==> src/rtl/audio_sd_dac.sv <==
// Mixes OPL2, Tandy PSG and PC speaker into a 16-bit offset-binary sample driving a 1-bit
// sigma-delta DAC. Define AUDIO_SD_2ND_ORDER_EN for the second-order modulator.
module audio_sd_dac (
   input  logic        clk_vga,
   input  logic        reset_n,
   input  logic        sample_en,
   input  logic [15:0] opl2_snd,
   input  logic [9:0]  tandy_snd,
   input  logic        speaker,
   input  logic        mute,
   input  logic        clip_clr,
   output logic        aud_l,
   output logic        aud_r,
   output logic        clip,
   output logic [15:0] sample_q
);

   logic [17:0] mix;
   logic        over, under, sat;
   logic [15:0] clamped, conv;
   logic        armed_q;
   logic        latch;
   logic [15:0] sample_d;
   logic        clip_q, clip_d;
   logic        out_q;

   // Two's-complement sum of the three sources, all terms pre-aligned to 18 bits.
   assign mix = {opl2_snd[15], opl2_snd, 1'b0}
              + {{2{tandy_snd[9]}}, tandy_snd, 6'b0}
              + {4'b0, speaker, 13'b0};

   always_comb begin
      over    = ~mix[17] & (mix[16] | mix[15]);
      under   = mix[17] & ~(mix[16] & mix[15]);
      sat     = over | under;
      clamped = mix[15:0];
      if (over) begin
         clamped = 16'h7FFF;
      end else if (under) begin
         clamped = 16'h8000;
      end
      conv = {~clamped[15], clamped[14:0]};
   end

   // A strobe on the first edge after reset release is dropped.
   assign latch = sample_en & armed_q;

   always_comb begin
      sample_d = sample_q;
      clip_d   = clip_q;
      if (latch) begin
         sample_d = mute ? 16'h8000 : conv;
      end
      if (clip_clr) begin
         clip_d = 1'b0;
      end
      if (latch && !mute && sat) begin
         clip_d = 1'b1;
      end
   end

   always_ff @(posedge clk_vga or negedge reset_n) begin
      if (!reset_n) begin
         armed_q  <= 1'b0;
         sample_q <= 16'h8000;
         clip_q   <= 1'b0;
      end else begin
         armed_q  <= 1'b1;
         sample_q <= sample_d;
         clip_q   <= clip_d;
      end
   end

`ifdef AUDIO_SD_2ND_ORDER_EN
   logic signed [20:0] i1_q, i2_q, i1_d, i2_d;
   logic signed [22:0] fb, i1_sum, i2_sum;

   function automatic logic signed [20:0] sat21(input logic signed [22:0] v);
      if (v > 23'sd1048575) begin
         return 21'sh0FFFFF;
      end else if (v < -23'sd1048576) begin
         return 21'sh100000;
      end
      return v[20:0];
   endfunction

   always_comb begin
      fb     = out_q ? 23'sd65535 : 23'sd0;
      i1_sum = 23'(i1_q) + $signed({7'b0, sample_q}) - fb;
      i2_sum = 23'(i2_q) + 23'(i1_q) - fb;
      i1_d   = sat21(i1_sum);
      i2_d   = sat21(i2_sum);
   end

   always_ff @(posedge clk_vga or negedge reset_n) begin
      if (!reset_n) begin
         i1_q  <= '0;
         i2_q  <= '0;
         out_q <= 1'b0;
      end else begin
         i1_q  <= i1_d;
         i2_q  <= i2_d;
         out_q <= ~i2_d[20];
      end
   end
`else
   logic [16:0] acc_q, acc_d;

   // Carry out of the 16-bit phase accumulator is the output bit.
   assign acc_d = {1'b0, acc_q[15:0]} + {1'b0, sample_q};

   always_ff @(posedge clk_vga or negedge reset_n) begin
      if (!reset_n) begin
         acc_q <= '0;
         out_q <= 1'b0;
      end else begin
         acc_q <= acc_d;
         out_q <= acc_q[16];
      end
   end
`endif

   assign aud_l = out_q;
   assign aud_r = out_q;
   assign clip  = clip_q;

endmodule
==> config.mk <==
export PLATFORM = sky130hd
export DESIGN_NAME = audio_sd_dac
export DESIGN_NICKNAME = d
export VERILOG_FILES = /design/src/rtl/audio_sd_dac.sv
export SDC_FILE = /design/constraint.sdc
export NUM_CORES = 1
export LEC_CHECK = 0
export ABC_AREA = 1
export BUFFER_PORTS_ARGS = -buffer_cell sky130_fd_sc_hd__buf_2
export CAP_MARGIN = 20
export CORE_ASPECT_RATIO = 1.75
export CORE_MARGIN = 2
export CORE_UTILIZATION = 35
export CTS_CLUSTER_SIZE = 8
export DETAILED_ROUTE_END_ITERATION = 12
export PLACE_DENSITY_LB_ADDON = 0.05
export SYNTH_ARGS = -nofsm -noshare
export SYNTH_HDL_FRONTEND = slang
export SYNTH_SLANG_ARGS = --single-unit
==> constraint.sdc <==
create_clock -name clk_vga -period 2.3 [get_ports clk_vga]
set_clock_uncertainty 0.2 [all_clocks]
set_input_delay 0.23 -clock clk_vga [delete_from_list [all_inputs] [get_ports clk_vga]]
set_output_delay 0.23 -clock clk_vga [all_outputs]
set_load 0.02 [all_outputs]
==> results of run 1 <==
-- metal layers --
layer / share of wire [%] / vias to the layer above / GRT usage (%)
li1: - / 1363 / -
met1: 36 / 1180 / 16.1
met2: 57 / 43 / 32.1
met3: 2.8 / 13 / 2.50
met4: 3.5 / 0 / 8.39
met5: 0 / - / 0
-- cell type report --
class,count,area [µm²]
Timing Repair Buffer,79,470
Multi-Input combinational cell,273,1830
Clock buffer,8,146
Sequential cell,36,902
Fill cell,857,4530
Tap cell,92,115
Inverter,57,214
-- how the worst min path moves through the flow --
stage	from	endpoint	slack, ns	depth (start not counted)
after floorplan	reset_n	acc_q[0]$_DFF_PN0_	-0.27	0
after global placement	acc_q[16]$_DFF_PN0_	aud_l$_DFF_PN0_	0.14	0
after detailed placement	acc_q[16]$_DFF_PN0_	aud_l$_DFF_PN0_	0.14	0
after CTS	clip_clr	clip$_DFFE_PN0P_	0.04	4
after global routing	clip_clr	clip$_DFFE_PN0P_	0.05	4
final	clip_clr	clip$_DFFE_PN0P_	0.04	4
-- cells in the final DEF, fill, tap and decap left out, types with 2 or more instances in the layout --
cell and n:
sky130_fd_sc_hd__nor2_2 3, sky130_fd_sc_hd__buf_2 50, sky130_fd_sc_hd__inv_1 55, sky130_fd_sc_hd__o21ai_0 9
sky130_fd_sc_hd__nand3_2 15, sky130_fd_sc_hd__ha_1 34, sky130_fd_sc_hd__xor2_1 9, sky130_fd_sc_hd__nand2_2 19
sky130_fd_sc_hd__nand4_1 4, sky130_fd_sc_hd__clkbuf_1 2, sky130_fd_sc_hd__dfrtp_1 35, sky130_fd_sc_hd__nand3_4 4
sky130_fd_sc_hd__xnor2_1 3, sky130_fd_sc_hd__nor2_1 18, sky130_fd_sc_hd__fa_1 2, sky130_fd_sc_hd__o21bai_1 2
sky130_fd_sc_hd__buf_4 28, sky130_fd_sc_hd__nand2_1 88, sky130_fd_sc_hd__a21oi_2 2, sky130_fd_sc_hd__a21oi_1 24
sky130_fd_sc_hd__clkbuf_16 5, sky130_fd_sc_hd__nand3_1 20, sky130_fd_sc_hd__nor2_4 2
-- where the power goes --
part           switching, mW  total (mW)  internal, mW
combinational           1.16        1.97         0.804
sequential             0.121        1.01         0.884
clock                  0.254       0.686         0.432
-- flip-flops by register name (all words and copies together) (netlist names) --
register  count
aud_l         1
clip          1
acc_q        17
armed_q       1
sample_q     16
-- Yosys cell counts (all sizes together) (2+ instances only) --
| cell | n |
|---|---|
| nand2 | 108 |
| inv | 56 |
| nand3 | 38 |
| ha | 36 |
| dfrtp | 35 |
| a21oi | 26 |
| nor2 | 23 |
| o21ai | 11 |
| xor2 | 9 |
| nand4 | 4 |
| buf | 3 |
| fa | 3 |
| xnor2 | 3 |
| o21bai | 2 |
-- worst max-delay path, delay by kind of cell --
kind | cells | cell delay (ns)
adder cells (fa/ha/maj) | 2 | 0.80
buffers and inverters | 3 | 0.18
AND/OR/NAND/NOR | 9 | 0.94
-- logic make-up (layout without fill, tap and decap cells) --
group                      count (synthesis)  in the layout  synth area share [%]
and+or+nand+nor                          175            176                  30.4
xor gates and xnor gates                  12             12                  3.59
buffers and inverters                     62            144                  9.07
other                                      1              1                 0.128
AOI/OAI and AO/OA                         45             45                  8.56
DFF                                       36             36                  30.8
adders and majority gates                 39             39                  17.5
-- per-stage QoR --
stage / total power [mW] / instance area [µm²] / cells / setup slack [ns]
finish: 3.66 / 3670 / 545 / 0.104
global route: 4.04 / 3670 / 545 / -0.0131
CTS: 3.68 / 3630 / 544 / 0.0542
detailed placement: 2.97 / 3470 / 535 / -0.235
global placement: 2.93 / 3470 / 535 / -0.214
floorplan: 2.41 / 2950 / 370 / 0.0145
-- timing repair --
item,4_1_cts,5_1_grt
hold buffers,1,0
setup endpoints to repair,0,19
resized for setup,0,7
endpoints found under the hold margin,35,0
==> impl_results.md, run 1 <==
* TritonCTS buffer count at 5
* Post-Syn Area per Cell at 7.91 µm²
* CTS Root Buffer Type: sky130_fd_sc_hd__clkbuf_16
* Area overhead of the layout relative to synthesis at 25.6%
* Rows at 44
* Critical path type: input port to register
* Number of antenna violations at the first check in global routing at 0
* Reg-to-reg startpoint: sample_q[0]$_DFFE_PN0P_
* Post-layout min period at 2.20 ns
* Clock insertion delay at the later pin of the skew report at 0.28 ns
* Initial core utilization at 35.7%
* Maximum fanout along the worst path at 14
* Hold_ws at 0.0393 ns
* Achievable frequency at 455 MHz
* Cell seen most often among critical-path stages: sky130_fd_sc_hd__nand2_1
* Final core utilization at 44.8%
* Routed length per placed instance at 12.9 µm
* Vertical die dimension at 125 µm
* Flop-to-flop setup slack at 0.21 ns
* Remaining DRCs at 0
* Startpoint kind of the worst setup timing path: input port
* Yosys reg bits at 36
* CTS tree: yes
* Final weighted congestion of routability-driven global placement at 0.862
* Pin slew with the least headroom to its limit at 0.815 ns
* Cells on worst reg2reg path at 8
* Clk sink count at 36
* Overall global routing resource usage at 16.6%
* Clock H-tree levels at 2
* Deepest clock path buffer count at 2
* GRT Residual Overflow at 0
* Cells traversed along the worst timing path: buf_2, inv_1, fa_1, inv_1, ha_4, nand2_1, nor2_4, nand3_2, nand3_2, nand2_1, nand3_4, nand2_8, nand2_1, nand3_1
* Net total in the final layout at 523
* Part of the Yosys area used for sequential elements at 30.8%
* Worst-path cell with the longest stage delay: sky130_fd_sc_hd__fa_1
* # port buffers at 50
* Final Max Tran Viols at 0
* Yosys warning count at 0
* Final hold violation count at 0
* Setup-failing EPs final at 0
* Largest net degree at the start of global routing at 37
* HPWL Detailed at 5830 µm
* Number of violations of the max-capacitance limit at 0
* Fraction of layout instances using a drive strength above 1 at 30.0%
* Static leakage power at 2.13 nW
* Synthesized instance count at 370
* Top cells by area in the synthesized netlist: sky130_fd_sc_hd__dfrtp_1, sky130_fd_sc_hd__ha_1, sky130_fd_sc_hd__nand2_1
* Routed wire length at 7020 µm
* Area of the core at 8200 µm²
* Setup repair after global routing missed its margin: true
* Dominant register cell in the synthesized netlist: sky130_fd_sc_hd__dfrtp_1
* Outcome: finished clean
* First-pass GRT wire length at 11900 µm
* Die area at 9130 µm²
* Power per cell area at 996 nW/µm²
* Post-synth top area share at 29.9%
* Maximum cell stage delay along the critical path at 0.52 ns
* Reg clk slew, reported paths at 0.05 ns
* Max-slew headroom at 45.7%
* Vias at 2599
* Hold Path Class: input port to register
* Via count of the first global-routing pass at 2721
* Synthesized Nets at 441
* Detailed-router iteration count before antenna repair at 4
* Leading area contributor after synthesis: sky130_fd_sc_hd__dfrtp_1
* Cell variety after synth at 38
* Setup crit start: opl2_snd[12]
* Number of buffers inserted by post-CTS setup repair at 0
* Worst EP arrival at 2.16 ns
* Post-route antenna net violation count at 0
* DR iter-0 viols at 67
* Die width at 73.1 µm
* Endpoint of the most critical register-to-register path: acc_q[8]$_DFF_PN0_
* FFs w/ async S/R, synth at 100%
* Number of antenna diodes at 0
* Highest ir drop seen on vdd at 0.387 mV
* Ports at 51
* Crit. End Element: register
* Mapped Area at 2930 µm²
* Critical Path End: sample_q[9]$_DFFE_PN0P_
* Aggregate negative setup slack at 0 ns
* Data required time of the critical path at 2.26 ns
* Number of enable flip-flop cells after synthesis at 0
* Vias per cell at 4.77
* Final critical-path share of the clock period at 95.5%
Power figures use the tool's default switching activity.
==> run 2, diff against run 1 <==
--- a/config.mk
+++ b/config.mk
@@ -13,6 +13,7 @@
 export CORE_UTILIZATION = 35
 export CTS_CLUSTER_SIZE = 8
 export DETAILED_ROUTE_END_ITERATION = 12
+export GPL_TIMING_DRIVEN = 0
 export PLACE_DENSITY_LB_ADDON = 0.05
 export SYNTH_ARGS = -nofsm -noshare
 export SYNTH_HDL_FRONTEND = slang
==> impl_results.md, run 2 (same netlist as run 1, synthesis figures left out) <==
* Number of antenna violations at the first check in global routing at 0 (unchanged)
* Startpoint kind of the worst setup timing path: input port
* Worst EP arrival at 2.22 ns (+0.06 ns)
* Net total in the final layout at 512 (-2.1%)
* CTS tree: yes
* Highest ir drop seen on vdd at 0.336 mV (-13%)
* CTS Root Buffer Type: sky130_fd_sc_hd__clkbuf_16
* Commonest cells after routing, fill and taps aside: sky130_fd_sc_hd__nand2_1, sky130_fd_sc_hd__inv_1, sky130_fd_sc_hd__buf_2, sky130_fd_sc_hd__dfrtp_1, sky130_fd_sc_hd__ha_1
* Routed length per placed instance at 13.5 µm (+4.6%)
* DR iter-0 viols at 91 (+36%)
* GRT Residual Overflow at 0 (unchanged)
* Final hold violation count at 0 (unchanged)
* Leading registers by flop count: acc_q (17), sample_q (16)
* Via count of the first global-routing pass at 2579 (-5.2%)
* Cell Count, Final, Fillers Out at 534 (-2.0%)
* Reg clk slew, reported paths at 0.05 ns (about the same)
* Placed inst area at 3310 µm² (-4.5%)
* Number of violations of the max-capacitance limit at 0 (unchanged)
* Critical path type: input port to register
* Initial core utilization at 35.7% (unchanged)
* Remaining DRCs at 0 (unchanged)
* Power after layout at 3.69 mW (+0.92%)
* Static leakage power at 2.16 nW (+1.4%)
* Most flop-heavy register: acc_q
* Clk sink count at 36 (unchanged)
* Power per cell area at 982 nW/µm² (-1.5%)
* Detailed-router iteration count before antenna repair at 4 (unchanged)
* Die area at 9130 µm² (unchanged)
* Fin area at 3760 µm² (+2.4%)
* Post-route antenna net violation count at 0 (unchanged)
* Vias at 2583 (-0.62%)
* Setup repair after global routing missed its margin: true
* Hold_ws at 0.0168 ns (-0.0224 ns)
* Number of placed instances, taps included at 512 (-4.3%)
* Number of antenna diodes at 0 (unchanged)
* First-pass GRT wire length at 11500 µm (-3.1%)
* Area of the core at 8200 µm² (unchanged)
* Routed wire length at 7190 µm (+2.5%)
* Final critical-path share of the clock period at 97.9% (+2.4 points)
* Outcome: finished clean
* Fraction of layout instances using a drive strength above 1 at 31.2% (+1.2 points)
* Vias per cell at 4.84 (+1.4%)
* Post-layout min period at 2.25 ns (+0.0542 ns)
* Die width at 73.1 µm (unchanged)
* Final weighted congestion of routability-driven global placement at 0.807 (-6.4%)
* Final core utilization at 45.9% (+1.1 points)
* HPWL Detailed at 5760 µm (-1.2%)
* Final Max Tran Viols at 0 (unchanged)
* Hold Path Class: input port to register
* Maximum fanout along the worst path at 6 (-8)
* Data required time of the critical path at 2.26 ns (about the same)
* Deepest clock path buffer count at 2 (unchanged)
* Ports at 51 (unchanged)
* Vertical die dimension at 125 µm (unchanged)
* Overall global routing resource usage at 16.2% (-0.46 points)
* Pin slew with the least headroom to its limit at 0.808 ns (-0.00673 ns)
* Clock insertion delay at the later pin of the skew report at 0.28 ns (about the same)
* TritonCTS buffer count at 5 (unchanged)
* # port buffers at 50 (unchanged)
* Max-slew headroom at 46.1% (+0.45 points)
* Area overhead of the layout relative to synthesis at 28.6%
* Achievable frequency at 444 MHz (-2.4%)
* Largest net degree at the start of global routing at 37 (unchanged)
* Clock H-tree levels at 2 (unchanged)
* Number of flip-flops under the largest register name at 17 (unchanged)
* Rows at 44 (unchanged)
* Setup-failing EPs final at 0 (unchanged)
* Crit. End Element: register
* Leading cell type in the layout, fill and taps excluded: sky130_fd_sc_hd__nand2_1
run 2: changes by cell type in the layout (fill, tap and decap cells not counted), sizes merged:
cell	previous run	this run
nand3	39	38
clkbuf	8	11
buf	78	64
dlygate4sd1	0	1
run 2: power by group:
group / switching [mW] / internal (mW) / leakage, nW
clock network: 0.254 / 0.432 / 0.0712
logic: 1.20 / 0.804 / 1.65
registers: 0.119 / 0.884 / 0.444
run 2: final timing paths:
kind	cells after the start	endpoint	slack, ns	startpoint
worst max register to register	9	acc_q[9]$_DFF_PN0_	0.18	sample_q[2]$_DFFE_PN0P_
max in group asynchronous	2	sample_q[7]$_DFFE_PN0P_	1.01	reset_n
worst max-delay path	15	sample_q[5]$_DFFE_PN0P_	0.05	speaker
worst min register to register	0	aud_l$_DFF_PN0_	0.15	acc_q[16]$_DFF_PN0_
min in group asynchronous	2	acc_q[1]$_DFF_PN0_	0.37	reset_n
worst min-delay path	4	clip$_DFFE_PN0P_	0.02	clip_clr
run 2: stage by stage:
stage	setup slack, ns	TNS (ns)
floorplan	0.0145	0
global placement	-0.315	-4.25
detailed placement	-0.308	-4.19
CTS	0.0204	0
global route	-0.0322	-0.232
finish	0.0493	0
run 2: worst max-delay path: stages:
cell and delay [ns]:
sky130_fd_sc_hd__buf_6 0.07, sky130_fd_sc_hd__inv_2 0.03, sky130_fd_sc_hd__fa_1 0.54, sky130_fd_sc_hd__inv_2 0.05, sky130_fd_sc_hd__ha_4 0.30, sky130_fd_sc_hd__nand2_4 0.07
sky130_fd_sc_hd__nor2_4 0.18, sky130_fd_sc_hd__nand3_4 0.13, sky130_fd_sc_hd__nand3_2 0.11, sky130_fd_sc_hd__nand2_2 0.06, sky130_fd_sc_hd__nand3_4 0.10, sky130_fd_sc_hd__nand2_8 0.08
sky130_fd_sc_hd__clkbuf_16 0.17, sky130_fd_sc_hd__nand2_4 0.05, sky130_fd_sc_hd__nand3_2 0.05
run 2: routing by layer:
metal  global-route usage, %  vias up  part of all wire (%)
met5                       0        -                     0
met3                    1.93       14                   2.4
met1                    16.1     1182                    36
li1                        -     1337                     -
met2                    31.5       50                    58
met4                    7.08        0                   3.5
run 2: layout make-up:
type | count | area [µm²]
inverters | 57 | 214
multi-input cells | 272 | 1930
fillers | 850 | 4440
plain buffers | 5 | 60.1
well taps | 92 | 115
flip-flops and latches | 36 | 902
clock buffers | 8 | 146
repair buffers | 64 | 399
run 2: what timing repair did:
action	CTS	global route
hold buffers	1	0
endpoints found under the hold margin	35	0
resized for setup	2	33
setup endpoints to repair	11	17
pin swaps	0	21
cloned	0	2
setup buffers	2	9
==> run 3, diff against run 2 <==
--- a/config.mk
+++ b/config.mk
@@ -5,7 +5,6 @@
 export SDC_FILE = /design/constraint.sdc
 export NUM_CORES = 1
 export LEC_CHECK = 0
-export ABC_AREA = 1
 export BUFFER_PORTS_ARGS = -buffer_cell sky130_fd_sc_hd__buf_2
 export CAP_MARGIN = 20
 export CORE_ASPECT_RATIO = 1.75
==> impl_results.md, run 3 <==
* Outcome: complete, but fails checks
* Failing checks: setup timing
* HPWL Detailed at 4590 µm (-20%)
* Max-slew headroom at 44.4% (-1.7 points)
* Number of buffer and inverter instances along the worst setup path at 4 (unchanged)
* Reg clk slew, reported paths at 0.05 ns (about the same)
* CTS Root Buffer Type: sky130_fd_sc_hd__clkbuf_16
* Yosys reg bits at 36 (unchanged)
* Yosys warning count at 0 (unchanged)
* Maximum cell stage delay along the critical path at 0.33 ns (-0.21 ns)
* First-pass GRT wire length at 10300 µm (-11%)
* Die area at 8120 µm² (-11%)
* Reg-to-reg startpoint: sample_q[1]$_DFFE_PN0P_
* Number of antenna violations at the first check in global routing at 0 (unchanged)
* GRT Residual Overflow at 0 (unchanged)
* Post-synth top area share at 33.9% (+3.9 points)
* Cells traversed along the worst timing path: buf_6, ha_4, ha_4, inv_2, fa_2, nand2b_4, a21o_4, a21o_1, a311oi_4, buf_4, o21ai_4, buf_6, a221o_1
* Number of enable flip-flop cells after synthesis at 0 (unchanged)
* Area overhead of the layout relative to synthesis at 40.0%
* Routed wire length at 6170 µm (-14%)
* Post-layout min period at 2.72 ns (+0.466 ns)
* Commonest cells after routing, fill and taps aside: sky130_fd_sc_hd__buf_2, sky130_fd_sc_hd__dfrtp_1, sky130_fd_sc_hd__ha_1, sky130_fd_sc_hd__nand2_1, sky130_fd_sc_hd__inv_1
* Fraction of layout instances using a drive strength above 1 at 36.5% (+5.3 points)
* Initial core utilization at 36.0% (+0.33 points)
* Final hold violation count at 0 (unchanged)
* Top cells by area in the synthesized netlist: sky130_fd_sc_hd__dfrtp_1, sky130_fd_sc_hd__ha_1, sky130_fd_sc_hd__a21oi_1
* Detailed-router iteration count before antenna repair at 4 (unchanged)
* Dominant register cell in the synthesized netlist: sky130_fd_sc_hd__dfrtp_1
* Most instantiated library cell after synthesis: sky130_fd_sc_hd__ha_1
* Largest net degree at the start of global routing at 37 (unchanged)
* Overall global routing resource usage at 16.9% (+0.69 points)
* Final Max Tran Viols at 0 (unchanged)
* Most flop-heavy register: acc_q
* Number of antenna diodes at 0 (unchanged)
* Deepest clock path buffer count at 2 (unchanged)
* # port buffers at 50 (unchanged)
* Final critical-path setup slack at -0.417 ns (-0.466 ns)
* Worst-path cell with the longest stage delay: sky130_fd_sc_hd__fa_2
* Cell variety after synth at 48 (+26%)
* TritonCTS buffer count at 5 (unchanged)
* Data required time of the critical path at 2.26 ns (about the same)
* Hold Path Class: input port to register
* Net total in the final layout at 427 (-17%)
* Fin area at 3620 µm² (-3.8%)
* Cell count of the worst hold path at 3 (-1)
* Worst setup timing slack at the placement stage at -0.748 ns (-0.441 ns)
* Via count of the first global-routing pass at 2258 (-12%)
* Setup crit start: opl2_snd[6]
* Routed length per placed instance at 14.0 µm (+3.6%)
* Post-Syn Area per Cell at 9.40 µm² (+19%)
* Final critical-path share of the clock period at 118% (+20 points)
* Power per cell area at 1100 nW/µm² (+12%)
* Achievable frequency at 368 MHz (-17%)
* Vertical die dimension at 118 µm (-5.8%)
* Clock insertion delay at the later pin of the skew report at 0.28 ns (about the same)
* FFs w/ async S/R, synth at 100% (unchanged)
* Rows at 41 (-6.8%)
* Synth top cells by count: sky130_fd_sc_hd__ha_1, sky130_fd_sc_hd__dfrtp_1, sky130_fd_sc_hd__a21oi_1, sky130_fd_sc_hd__inv_1, sky130_fd_sc_hd__nand2_1
* Final weighted congestion of routability-driven global placement at 0.731 (-9.5%)
* Endpoint of the most critical register-to-register path: acc_q[15]$_DFF_PN0_
* Number of flip-flops under the largest register name at 17 (unchanged)
* End point of the most critical hold path: sample_q[5]$_DFFE_PN0P_
* Synthesized instance count at 275 (-26%)
* Placed inst area at 3040 µm² (-8.2%)
* Area of the core at 7180 µm² (-12%)
* CTS tree: yes
* Clk sink count at 36 (unchanged)
* Maximum fanout along the worst path at 4 (-2)
* Origin of the worst min-delay path: opl2_snd[4]
* Die width at 69.0 µm (-5.7%)
* Vias at 2213 (-14%)
* Remaining DRCs at 0 (unchanged)
* Mapped Area at 2580 µm² (-12%)
* Pin slew with the least headroom to its limit at 0.834 ns (+0.0260 ns)
* Critical path type: input port to register
* Static leakage power at 1.74 nW (-19%)
* Worst EP arrival at 2.68 ns (+0.46 ns)
* DR iter-0 viols at 68 (-25%)
* Highest ir drop seen on vdd at 0.334 mV (-0.70%)
* Synthesized Nets at 346 (-22%)
* Number of violations of the max-capacitance limit at 0 (unchanged)
* Leading area contributor after synthesis: sky130_fd_sc_hd__dfrtp_1
* Number of fill cells at 716 (-16%)
* Hold_ws at 0.0189 ns (+0.00211 ns)
* Leading cell type in the layout, fill and taps excluded: sky130_fd_sc_hd__buf_2
* Startpoint kind of the worst setup timing path: input port
* Setup-failing EPs final at 16 (+16)
* Crit. End Element: register
* Cells on worst reg2reg path at 8 (-1)
* Vias per cell at 5.01 (+3.5%)
* Clock H-tree levels at 2 (unchanged)
* Family with the most delay on the worst path: compound AO/OA/AOI/OAI gates
* Part of the Yosys area used for sequential elements at 34.9% (+4.1 points)
* Post-route antenna net violation count at 0 (unchanged)
* Setup repair after global routing missed its margin: true
* Ports at 51 (unchanged)
* Aggregate negative setup slack at -5.46 ns (-5.46 ns)
* Leading registers by flop count: acc_q (17), sample_q (16)
* Flop-to-flop setup slack at 0.03 ns (-0.15 ns)
## run 3: cell types whose count changed in the layout (fill, tap and decap cells not counted), moves of 9 or more
cell	change
sky130_fd_sc_hd__a21o_1	+11
sky130_fd_sc_hd__a21oi_2	+9
sky130_fd_sc_hd__inv_1	-32
sky130_fd_sc_hd__nand2_1	-60
sky130_fd_sc_hd__nand2_2	-17
sky130_fd_sc_hd__nand3_1	-14
sky130_fd_sc_hd__nand3_2	-15
sky130_fd_sc_hd__o21ai_1	+11
sky130_fd_sc_hd__xnor2_1	+10
## run 3: how the worst max path moves through the flow
stage                                    end  slack (ns)  cells after the start
finish               sample_q[8]$_DFFE_PN0P_       -0.42                     13
global route         sample_q[8]$_DFFE_PN0P_       -0.50                     13
CTS                  sample_q[1]$_DFFE_PN0P_       -0.35                     14
detailed placement  sample_q[12]$_DFFE_PN0P_       -0.75                     13
global placement    sample_q[10]$_DFFE_PN0P_       -0.75                     13
floorplan           sample_q[12]$_DFFE_PN0P_       -0.41                     12
## run 3: cell families after synthesis
family / synth area share [%]
other: 0.145
flip-flops: 34.9
AND/OR/NAND/NOR: 12.8
adder cells (fa/ha/maj): 19.7
buffers and inverters: 4.50
XOR/XNOR: 5.76
multiplexers: 0.387
AO/OA/AOI/OAI: 21.7
## run 3: repair_timing
| action | in CTS | in global routing |
|---|---|---|
| buffers inserted | 14 | 6 |
| gates resized for setup | 29 | 14 |
| hold endpoints to repair | 36 | 0 |
| pin swaps | 20 | 13 |
| setup endpoints to repair | 24 | 25 |
| gates cloned | 2 | 0 |
| hold buffers | 2 | 0 |
## run 3: cell type report
type                    count  area, µm²  area share, %
clock inverters             1       5.00          0.138
inverters                  22       82.6           2.28
clock buffers               6        129           3.56
repair buffers             74        503           13.9
multi-input cells         212       1840           51.0
plain buffers               5       45.0           1.24
well taps                  86        108           2.97
flip-flops and latches     36        903           25.0
## run 3: where the power goes
| group | switching [mW] | internal (mW) |
|---|---|---|
| logic | 1.23 | 1.11 |
| clock network | 0.248 | 0.393 |
| registers | 0.118 | 0.884 |
| total | 1.60 | 2.39 |
## run 3: worst register-to-register path: stages, from the launching register on
cell and delay [ns]:
sky130_fd_sc_hd__dfrtp_1 0.39, sky130_fd_sc_hd__ha_1 0.27, sky130_fd_sc_hd__a21o_1 0.18, sky130_fd_sc_hd__a21o_1 0.20, sky130_fd_sc_hd__a311oi_4 0.33, sky130_fd_sc_hd__o32ai_4 0.14
sky130_fd_sc_hd__a21boi_2 0.24, sky130_fd_sc_hd__nand3_1 0.11, sky130_fd_sc_hd__o211ai_1 0.11
## run 3: metrics by stage
step	power [mW]	std cells	util (%)
after detailed placement	2.92	411	42.4
after floorplan	2.48	275	-
after CTS	3.91	436	48.8
after global routing	4.32	442	50.4
final	3.99	442	50.4
after global placement	2.89	411	42.4
## run 3: routing by layer
layer | global-route usage (%) | up-vias | routed length [µm]
met2 | 30.2 | 38 | 3380
met4 | 7.11 | 0 | 140
li1 | - | 1130 | -
met5 | 0 | - | 0
met3 | 2.87 | 9 | 153
met1 | 18.6 | 1036 | 2500
